[src/rtl/mod2a_result_fifo_pkg.sv]
// rtl/mod2a_result_fifo_pkg.sv - shared defaults, pointer wrap helper and occupancy encoding
// Contents: WIDTH_DEF/DEPTH_DEF defaults, ptr_inc() wrapping increment,
//           occ_op_t (HOLD/INC/DEC) and occ_op() push/pop decode.
package mod2a_result_fifo_pkg;

   localparam int WIDTH_DEF = 16;
   localparam int DEPTH_DEF = 8;
   localparam int PTR_MAX_W = 8;

   typedef enum logic [1:0] {
      OCC_HOLD = 2'd0,
      OCC_INC  = 2'd1,
      OCC_DEC  = 2'd2
   } occ_op_t;

   // Wraps explicitly at 'last' so non power-of-two depths would also behave.
   function automatic logic [PTR_MAX_W-1:0] ptr_inc(input logic [PTR_MAX_W-1:0] ptr,
                                                    input logic [PTR_MAX_W-1:0] last);
      return (ptr == last) ? '0 : ptr + {{(PTR_MAX_W-1){1'b0}}, 1'b1};
   endfunction

   // Simultaneous push and pop leave occupancy unchanged.
   function automatic occ_op_t occ_op(input logic push, input logic pop);
      if (push && !pop) return OCC_INC;
      if (pop && !push) return OCC_DEC;
      return OCC_HOLD;
   endfunction

endpackage

[src/rtl/mod2a_result_fifo_fifo_ptr.sv]
// rtl/mod2a_result_fifo_fifo_ptr.sv - wrapping pointer register with sync clear and enable
// Ports: clk, rst_n (async active-low), i_clr (sync, wins over i_en),
//        i_en (advance by one with wrap), o_ptr (current pointer).
module fifo_ptr
   import mod2a_result_fifo_pkg::*;
#(
   parameter int PTR_W = 3,
   parameter int DEPTH = 8
) (
   input  logic             clk,
   input  logic             rst_n,
   input  logic             i_clr,
   input  logic             i_en,
   output logic [PTR_W-1:0] o_ptr
);

   logic [PTR_W-1:0]     r_ptr;
   logic [PTR_MAX_W-1:0] w_next;
   logic                 w_unused_hi;

   assign w_next      = ptr_inc(PTR_MAX_W'(r_ptr), PTR_MAX_W'(DEPTH - 1));
   assign w_unused_hi = ^w_next;

   always_ff @(posedge clk or negedge rst_n) begin
      if (!rst_n) begin
         r_ptr <= '0;
      end else if (i_clr) begin
         r_ptr <= '0;
      end else if (i_en) begin
         r_ptr <= w_next[PTR_W-1:0];
      end
   end

   assign o_ptr = r_ptr;

endmodule

[src/rtl/mod2a_result_fifo.sv]
// rtl/mod2a_result_fifo.sv - 8-entry result buffer with valid/ready, running sum and sticky overflow
// Ports: clk, rst_n (async active-low), clr (sync flush);
//        in_valid/in_data/in_ready producer side; out_valid/out_data/out_ready consumer side;
//        count/full/empty occupancy; overflow sticky drop flag; acc wrapping sum of accepted words.
module mod2a_result_fifo
   import mod2a_result_fifo_pkg::*;
#(
   parameter int WIDTH = WIDTH_DEF,
   parameter int DEPTH = DEPTH_DEF,
   parameter int PTR_W = 3
) (
   input  logic               clk,
   input  logic               rst_n,
   input  logic               clr,
   input  logic               in_valid,
   input  logic [WIDTH-1:0]   in_data,
   output logic               in_ready,
   output logic               out_valid,
   output logic [WIDTH-1:0]   out_data,
   input  logic               out_ready,
   output logic [PTR_W:0]     count,
   output logic               full,
   output logic               empty,
   output logic               overflow,
   output logic [2*WIDTH-1:0] acc
);

   logic [WIDTH-1:0]   r_mem [DEPTH];
   logic [PTR_W:0]     r_count;
   logic               r_overflow;
   logic [2*WIDTH-1:0] r_acc;

   logic [PTR_W-1:0]   w_wr_ptr;
   logic [PTR_W-1:0]   w_rd_ptr;
   logic               w_full;
   logic               w_empty;
   logic               w_push;
   logic               w_pop;

   assign w_full  = (r_count == (PTR_W+1)'(DEPTH));
   assign w_empty = (r_count == '0);
   // in_ready depends only on registered state, so a pop never frees a slot in the same cycle.
   assign w_push  = in_valid && !w_full;
   assign w_pop   = !w_empty && out_ready;

   fifo_ptr #(.PTR_W(PTR_W), .DEPTH(DEPTH)) u_wr_ptr (
      .clk   (clk),
      .rst_n (rst_n),
      .i_clr (clr),
      .i_en  (w_push),
      .o_ptr (w_wr_ptr)
   );

   fifo_ptr #(.PTR_W(PTR_W), .DEPTH(DEPTH)) u_rd_ptr (
      .clk   (clk),
      .rst_n (rst_n),
      .i_clr (clr),
      .i_en  (w_pop),
      .o_ptr (w_rd_ptr)
   );

   // Storage is deliberately unreset; only occupancy decides what is visible.
   always_ff @(posedge clk) begin
      if (w_push && !clr) begin
         r_mem[w_wr_ptr] <= in_data;
      end
   end

   always_ff @(posedge clk or negedge rst_n) begin
      if (!rst_n) begin
         r_count    <= '0;
         r_overflow <= 1'b0;
         r_acc      <= '0;
      end else if (clr) begin
         r_count    <= '0;
         r_overflow <= 1'b0;
         r_acc      <= '0;
      end else begin
         case (occ_op(w_push, w_pop))
            OCC_INC: r_count <= r_count + 1'b1;
            OCC_DEC: r_count <= r_count - 1'b1;
            default: r_count <= r_count;
         endcase
         if (in_valid && w_full) begin
            r_overflow <= 1'b1;
         end
         if (w_push) begin
            r_acc <= r_acc + {{WIDTH{1'b0}}, in_data};
         end
      end
   end

   assign in_ready  = !w_full;
   assign out_valid = !w_empty;
   assign out_data  = w_empty ? '0 : r_mem[w_rd_ptr];
   assign count     = r_count;
   assign full      = w_full;
   assign empty     = w_empty;
   assign overflow  = r_overflow;
   assign acc       = r_acc;

endmodule

[config.mk]
export PLATFORM = sky130hd
export DESIGN_NAME = mod2a_result_fifo
export DESIGN_NICKNAME = d
export VERILOG_FILES = /design/src/rtl/mod2a_result_fifo_pkg.sv /design/src/rtl/mod2a_result_fifo_fifo_ptr.sv /design/src/rtl/mod2a_result_fifo.sv
export SDC_FILE = /design/constraint.sdc
export NUM_CORES = 1
export LEC_CHECK = 0
export ABC_CLOCK_PERIOD_IN_PS = 8500
export CORE_MARGIN = 2
export CORE_UTILIZATION = 62
export DETAILED_ROUTE_END_ITERATION = 12
export PLACE_DENSITY_LB_ADDON = 0.1
export SLEW_MARGIN = 15
export SYNTH_ARGS = -nofsm -noshare
export SYNTH_HDL_FRONTEND = slang
export SYNTH_SLANG_ARGS = --single-unit
[constraint.sdc]
create_clock -name clk -period 8.5 [get_ports clk]
set_clock_uncertainty 0.05 [all_clocks]
set_input_delay 1.7 -clock clk [delete_from_list [all_inputs] [get_ports clk]]
set_output_delay 1.7 -clock clk [all_outputs]
set_load 0.01 [all_outputs]
==> results of run 1 <==
-- Yosys cell counts, drive strengths merged (7+ instances only) --
cell    instances  share of area (%)
nor3           10               0.69
o31ai           9               0.84
nor2b           8               0.62
nand2          47                2.2
ha             22                3.4
buf             8               0.52
dfrtp          43                 13
mux4           32                9.0
a21o            7               0.75
mux2i          17                2.1
and3            9               0.72
clkbuf         20               0.97
a211oi          7               0.72
o21ai          16                1.0
or4             7               0.66
nor2           46                2.2
inv             7               0.33
a21oi          41                2.7
edfxtp        128                 48
-- metal layers --
layer | vias up | track usage [%]
li1 | 2366 | -
met1 | 2606 | 36.8
met2 | 168 | 43.8
met3 | 33 | 6.15
met4 | 0 | 10.5
met5 | - | 0
-- layout make-up --
| type | instances | area, um^2 |
|---|---|---|
| Clock inverter | 14 | 169 |
| Timing Repair Buffer | 83 | 818 |
| Multi-Input combinational cell | 360 | 3000 |
| Antenna cell | 1 | 2.50 |
| Inverter | 8 | 30.0 |
| Sequential cell | 171 | 4920 |
| Fill cell | 816 | 3040 |
| Clock buffer | 17 | 425 |
| Tap cell | 172 | 215 |
-- power by group through the flow --
stage / clock [mW] / combinational (mW) / sequential [mW]
6_report: 0.773 / 0.776 / 1.01
5_1_grt: 0.819 / 0.838 / 1.02
4_1_cts: 0.786 / 0.778 / 1.01
3_5_place_dp: 0 / 0.773 / 1.03
3_3_place_gp: 0 / 0.752 / 1.03
2_1_floorplan: 0 / 0.480 / 1.01
-- stage by stage --
stage                     util (%)  hold slack, ns  instance area, um^2
after CTS                     75.7           0.451                 9550
final                         75.9           0.444                 9580
after floorplan                  -           0.476                 8010
after detailed placement      71.0           0.434                 8960
after global placement        71.0           0.432                 8960
after global routing          75.9           0.471                 9580
-- worst min-delay path by stage --
stage	startpoint	to	slack, ns
after floorplan	overflow$_DFFE_PN0P_	overflow$_DFFE_PN0P_	0.48
after global placement	overflow$_DFFE_PN0P_	overflow$_DFFE_PN0P_	0.43
after detailed placement	overflow$_DFFE_PN0P_	overflow$_DFFE_PN0P_	0.43
after CTS	overflow$_DFFE_PN0P_	overflow$_DFFE_PN0P_	0.45
after global routing	overflow$_DFFE_PN0P_	overflow$_DFFE_PN0P_	0.47
final	overflow$_DFFE_PN0P_	overflow$_DFFE_PN0P_	0.44
-- worst min-delay path, stage by stage (launching register included) --
cell	delay, ns
dfrtp_1	0.34
a21oi_1	0.04
nor2_1	0.07
-- registers in the layout, indices dropped and copies added, names as in the netlist --
signal	flops
count	4
overflow	1
r_mem	128
acc	32
u_rd_ptr.o_ptr	3
u_wr_ptr.o_ptr	3
-- logic make-up after synthesis --
logic type | synth area share [%]
AO/OA/AOI/OAI | 9.50
XOR/XNOR | 1.09
adder cells (fa/ha/maj) | 3.94
buffers and inverters | 1.86
flip-flops | 61.4
multiplexers | 12.0
AND/OR/NAND/NOR | 10.2
==> metrics.txt, run 1 <==
status=completed; reg2reg path depth=10; Worst EP arrival=2.94 ns; cts repair resizes=0; Synth cell types=67; initial antenna violation count=1; CTS root buf=clkbuf_16; vias per cell=6.26; Worst path depth=5; FFs w/ async S/R, synth=25.1%; Die ar.=0.0138 mm^2; Yosys reg bits=171; pin count of the biggest net entering global routing=54; CP Capture Type=output port; Clock power frac=30.2%; Critical Path RT=6.75 ns; DRC errors left=0; clock latency at the later pin of the worst-skew pair=0.43 ns; R2R setup slack=5.32 ns; WS Path Type=flop to output port; WL/cell=21.3 um; metal2 WL=8.87 mm; dpl hpwl=11.4 mm; period utilization=55.2%; largest stage delay on the critical path=0.82 ns; register area share after synthesis=61.4%; Avg Cell Area, Syn=14.1 um^2; cell row count=41; Pwr Total=2.56 mW; commonest non-fill, non-tap cells in the layout=edfxtp_1 (128), clkdlybuf4s50_1 (75), nand2_1 (47); EDFF count, synth=128; share of power burned in registers=39.5%; CP max-delay cell=dfrtp_2; Detailed Route WL=17.6 mm; CTS Buffer Depth=2; Synth Flop Type=edfxtp_1; total setup buffers inserted after CTS=0; vias in the first global route=5215; highest metal used=met4; commonest non-fill, non-tap cell in the layout=edfxtp_1; layout cells sized above 1=15.3%; Post-Place Worst Slack=3.52 ns; crit-path max FO=22; Clock transition at path regs=0.07 ns; CP startpoint=u_rd_ptr.o_ptr[0]$_DFFE_PN0P_; endpoints failing hold=0; core area=0.0126 mm^2; Die Y-Extent=118 um; internal cell power=1.78 mW; VDD IR max=0.155 mV; GRT Total Usage=27.3%; fmax=213 MHz; Logic pwr share=30.3%; Sw Share=30.3%; worst slew pin tran=1.15 ns; PwrDens=267 mW/mm^2; Total Neg Setup Slack=0 ns; Syn Inst Count=567; Max Cap Viol=0; Slew HR=23.7%; Tmin final=4.69 ns; CP Launch Type=flop; # clock sinks=171; HP Class=flop to flop; Critical Path End=out_data[8]; 1st-iter DRT viols=463; Placed Instances=793; area grow syn2layout=19.5%; Buffers on Ports=77; GP Congestion=0.907; CTS Buf Count=17; critical path's top delay family=buffers and inverters; gr ovfl total=0; DIE WIDTH=118 um; first-pass GRT wire length=28.5 mm; routed wl met3=794 um; initial cell density of the core=63.5%; IO Pins=78; cell area after synthesis=0.00801 mm^2; CTS tree=done; syn_nets=612; Min-Delay Path Depth=2; RSZ-0062 raised after global routing=false; via count=5173; P_leak=3.35 nW; CP Buf/Inv Count=2; worst r2r src=count[1]$_DFFE_PN0P_; synth warn=0; H-tree depth=4; Final setup viols=0; Worst Setup Slack, final=3.81 ns; non-filler cells, final=826; CP Cell Sequence=buf_4, mux4_2, mux2i_1, nor2_1, clkdlybuf4s50_1; R2R Path End=count[3]$_DFFE_PN0P_; switching pwr=0.776 mW; Initial DRT Pass Iterations=5; # hold bufs at CTS=0; final slew viol count=0; nets=686; number of routed nets with antenna violations=0; routed length on met1=7.47 mm
No activity file was read; power rests on OpenSTA's default activity.
==> inputs of run 2 (changes only) <==
- ABC_CLOCK_PERIOD_IN_PS: 8500 -> 4200
- CORE_UTILIZATION: 62 -> 52
- clock period: 8.5 -> 4.2 ns (I/O delays scaled with it)
==> run 2 against run 1 <==
Against the previous run: clock power increased by 86%; critical path type unchanged; first-iteration DRC count fell by 16%; power up 98%; via count decreased by 1.5%.
==> metrics.txt, run 2 (synthesis results as in run 1) <==
worst slew pin tran=1.01 ns (-0.135 ns); CP Cell Sequence=or4_1, clkinv_1, nor2_1, clkdlybuf4s50_1; Largest Register=r_mem; fillcell total=1141 (+40%); P_leak=3.40 nW (+1.6%); # hold bufs at CTS=0 (unchanged); cell row count=45 (+9.8%); CP Capture Type=output port; crit-path max FO=17 (-23%); Critical Path RT=3.31 ns (-3.44 ns); clock latency at the later pin of the worst-skew pair=0.43 ns (about the same); CTS tree=done; critical path's top delay family=buffers and inverters; area grow syn2layout=19.9%; WL/cell=21.0 um (-1.4%); Final setup viols=0 (unchanged); Slew HR=32.6% (+9.0 points); 1st-iter DRT viols=390 (-16%); metal2 WL=9.05 mm (+2.0%); nets=698 (+1.7%); routed wl met3=789 um (-0.63%); initial antenna violation count=0 (-1); CTS Buffer Depth=2 (unchanged); endpoints failing hold=0 (unchanged); fmax=280 MHz; H-tree depth=4 (unchanged); Clock transition at path regs=0.07 ns (about the same); Placed Instances=822 (+3.7%); Initial DRT Pass Iterations=5 (unchanged); core area=0.0151 mm^2 (+20%); IO Pins=78 (unchanged); first-pass GRT wire length=28.0 mm (-1.9%); pin count of the biggest net entering global routing=47 (-13%); commonest non-fill, non-tap cells in the layout=edfxtp_1 (128), clkdlybuf4s50_1 (75), nand2_1 (47); CTS Buf Count=17 (unchanged); max reg flops=128 (unchanged); non-filler cells, final=854 (+3.4%); layout cells sized above 1=16.5% (+1.2 points); via count=5093 (-1.5%); routed length on met1=7.66 mm (+2.6%); Tmin final=3.57 ns; GRT Total Usage=23.0% (-4.2 points); WS Path Type=flop to output port; period utilization=85.1%; Die ar.=0.0164 mm^2 (+19%); PwrDens=527 mW/mm^2 (+97%); initial cell density of the core=52.9% (-11 points); commonest non-fill, non-tap cell in the layout=edfxtp_1; Detailed Route WL=17.9 mm (+2.0%); final core utilization=63.4% (-12 points); RSZ-0062 raised after global routing=false; HP Class=flop to flop; dpl hpwl=11.7 mm (+1.8%); VDD IR max=0.298 mV (+92%); total setup buffers inserted after CTS=0 (unchanged); Max Cap Viol=0 (unchanged); gr ovfl total=0 (unchanged); vias in the first global route=5200 (-0.29%); Storage cell area=0.00492 mm^2 (unchanged); vias per cell=5.96 (-4.8%); Total Neg Setup Slack=0 ns (unchanged); highest metal used=met4; Die Y-Extent=128 um (+8.9%); cts repair resizes=0 (unchanged); Worst EP arrival=2.68 ns (-0.26 ns); DRC errors left=0 (unchanged); GP Congestion=0.897 (-1.1%); CTS root buf=clkbuf_16; CP Launch Type=flop; CP Buf/Inv Count=2 (unchanged); status=completed; largest stage delay on the critical path=0.58 ns (-0.24 ns); number of routed nets with antenna violations=0 (unchanged); CP max-delay cell=clkinv_1; DIE WIDTH=128 um (+8.9%); Buffers on Ports=77 (unchanged); # clock sinks=171 (unchanged); final slew viol count=0 (unchanged); Ant. Diodes=0 (-1); multi-input logic area=0.00297 mm^2 (-0.88%)
## run 2: changes by cell type in the layout (fill, tap and decap cells not counted), sizes merged
cell	delta
clkinvlp	-3
inv	+3
bufinv	-3
buf	+12
diode	-1
clkinv	+4
## run 2: worst min-delay path, stage by stage, from the launching register on
cell and delay, ns:
dfrtp_1 0.34, a21oi_1 0.04, nor2_1 0.07
## run 2: final timing paths
path | from | endpoint | slack [ns] | depth (start not counted)
worst max-delay path | count[0]$_DFFE_PN0P_ | out_data[14] | 0.63 | 4
worst min-delay path | overflow$_DFFE_PN0P_ | overflow$_DFFE_PN0P_ | 0.45 | 2
worst max register to register | count[1]$_DFFE_PN0P_ | count[3]$_DFFE_PN0P_ | 1.21 | 10
worst min register to register | overflow$_DFFE_PN0P_ | overflow$_DFFE_PN0P_ | 0.45 | 2
max in group asynchronous | rst_n | u_rd_ptr.o_ptr[0]$_DFFE_PN0P_ | 2.88 | 1
min in group asynchronous | rst_n | count[0]$_DFFE_PN0P_ | 0.53 | 1
## run 2: final cells by class
class                           instances  area share (%)
Timing Repair Buffer                   95            9.46
Clock inverter                         15            1.20
Multi-Input combinational cell        360            30.9
Sequential cell                       171            51.2
Clock buffer                           17            4.43
Inverter                                8           0.313
Tap cell                              188            2.45
## run 2: through the flow
stage          total power [mW]  hold slack (ns)  worst slack, ns  cell area [um^2]
2_1_floorplan              3.01            0.476            0.788              8010
3_3_place_gp               3.64            0.430            0.361              9060
3_5_place_dp               3.66            0.441            0.272              9060
4_1_cts                    5.10            0.456            0.582              9600
5_1_grt                    5.32            0.505            0.437              9600
6_report                   5.06            0.447            0.626              9600
## run 2: report_power, final
| group | internal (mW) | switching [mW] |
|---|---|---|
| Combinational | 0.780 | 0.825 |
| Sequential | 1.92 | 0.102 |
| Clock | 0.767 | 0.671 |
## run 2: metal layers
metal,vias up,GRT usage (%)
li1,2376,-
met1,2544,29.7
met2,142,38.5
met3,31,4.84
met4,0,8.99
met5,-,0
==> inputs of run 3 (changes only) <==
- CAP_MARGIN: not set -> 20
- SKIP_LAST_GASP: not set -> 1
==> run 3 against run 2 <==
Against the previous run: sequential share of layout area down 0.11 points; wire length stayed put; critical endpoint unchanged; global-route usage unchanged.
==> metrics.txt, run 3 (synthesis results as in run 1) <==
# clock sinks=171 (unchanged); Die Y-Extent=128 um (unchanged); layout cells sized above 1=16.6% (+0.13 points); total setup buffers inserted after CTS=0 (unchanged); commonest non-fill, non-tap cell in the layout=edfxtp_1; Total Neg Setup Slack=0 ns (unchanged); # hold bufs at CTS=0 (unchanged); CP Cell Sequence=or4_1, clkinv_1, nor2_1, clkdlybuf4s50_1; Max Cap Viol=0 (unchanged); CTS root buf=clkbuf_16; 1st-iter DRT viols=389 (-0.26%); initial antenna violation count=0 (unchanged); crit-path max FO=17 (unchanged); initial cell density of the core=52.9% (unchanged); worst slew pin tran=0.694 ns (-0.316 ns); nets=699 (+0.14%); Largest Register=r_mem; dpl hpwl=11.7 mm (unchanged); Slew HR=53.4% (+21 points); Final setup viols=0 (unchanged); HP Class=primary input to asynchronous set/reset pin; vias in the first global route=5200 (unchanged); gr ovfl total=0 (unchanged); critical path's top delay family=buffers and inverters; area grow syn2layout=20.1%; IO Pins=78 (unchanged); Placed Instances=822 (unchanged); number of routed nets with antenna violations=0 (unchanged); PwrDens=526 mW/mm^2 (-0.16%); Buffers on Ports=77 (unchanged); GP Congestion=0.897 (unchanged); CP Launch Type=flop; vias per cell=6.00 (+0.61%); CP max-delay cell=clkinv_1; max reg flops=128 (unchanged); Initial DRT Pass Iterations=5 (unchanged); fmax=278 MHz (-0.62%); final slew viol count=0 (unchanged); cell row count=45 (unchanged); commonest non-fill, non-tap cells in the layout=edfxtp_1 (128), clkdlybuf4s50_1 (75), nand2_1 (47); CTS Buf Count=17 (unchanged); Pwr Total=5.06 mW (about the same); Clock transition at path regs=0.07 ns (about the same); H-tree depth=4 (unchanged); core area=0.0151 mm^2 (unchanged); cts repair resizes=0 (unchanged); largest stage delay on the critical path=0.59 ns (about the same); status=completed; endpoints failing hold=0 (unchanged); CP Capture Type=output port; Detailed Route WL=17.9 mm (unchanged); Die ar.=0.0164 mm^2 (unchanged); P_leak=3.41 nW (+0.28%); Critical Path RT=3.31 ns (about the same); DIE WIDTH=128 um (unchanged); clock latency at the later pin of the worst-skew pair=0.43 ns (about the same); via count=5130 (+0.73%); WL/cell=21.0 um (-0.12%); GRT Total Usage=23.0% (unchanged); CTS tree=done; VDD IR max=0.296 mV (-0.73%); CTS Buffer Depth=2 (unchanged); non-filler cells, final=855 (+0.12%); WS Path Type=flop to output port; Tmin final=3.60 ns (+0.0223 ns); Worst EP arrival=2.71 ns (+0.03 ns); RSZ-0062 raised after global routing=false; pin count of the biggest net entering global routing=47 (unchanged); DRC errors left=0 (unchanged); Ant. Diodes=0 (unchanged); first-pass GRT wire length=28.0 mm (unchanged); CP Buf/Inv Count=2 (unchanged); period utilization=85.6% (+0.53 points)
## run 3: final timing paths
check | start | end | slack [ns] | cells after the start
max in group asynchronous | rst_n | acc[17]$_DFFE_PN0P_ | 3.39 | 2
setup reg to reg | count[1]$_DFFE_PN0P_ | count[3]$_DFFE_PN0P_ | 1.21 | 10
setup / recovery | count[0]$_DFFE_PN0P_ | out_data[14] | 0.60 | 4
hold / removal | rst_n | count[0]$_DFFE_PN0P_ | 0.24 | 1
hold reg to reg | overflow$_DFFE_PN0P_ | overflow$_DFFE_PN0P_ | 0.45 | 2
min in group clk | overflow$_DFFE_PN0P_ | overflow$_DFFE_PN0P_ | 0.45 | 2
## run 3: where the power goes
| part | internal, mW | total (mW) | switching [mW] |
|---|---|---|---|
| registers | 1.92 | 2.02 | 0.102 |
| logic | 0.782 | 1.61 | 0.827 |
| clock network | 0.767 | 1.44 | 0.669 |
## run 3: metal layers
metal | share of wire [%] | vias up | global-route usage (%)
met2 | 50 | 151 | 38.5
met5 | 0 | - | 0
met1 | 42 | 2566 | 29.7
met3 | 4.8 | 33 | 4.84
li1 | - | 2380 | -
met4 | 2.5 | 0 | 8.99
## run 3: final cells by class
class / instances / area (um^2)
tap: 188 / 235
timing repair buffer: 96 / 928
inverter: 8 / 30.0
clock inverter: 15 / 115
clock buffer: 17 / 425
sequential: 171 / 4920
fill: 1132 / 5520
multi-input combinational: 360 / 2970
## run 3: worst register-to-register path: stages, from the launching register on
cell and delay, ns:
dfrtp_1 0.45, or4b_4 0.60, and2_1 0.32, nor2_1 0.29, ha_1 0.29, a21o_1 0.18
a21oi_1 0.19, nor2_1 0.06, a22oi_1 0.21, xor2_1 0.18, nor2_1 0.05
## run 3: stage by stage
step           util, %  area [um^2]  worst slack, ns  hold slack (ns)
5_1_grt           63.5         9620            0.437            0.241
2_1_floorplan        -         8010            0.788            0.476
6_report          63.5         9620            0.604            0.235
3_5_place_dp      59.8         9060            0.272            0.441
3_3_place_gp      59.8         9060            0.361            0.430
4_1_cts           63.4         9600            0.582            0.456
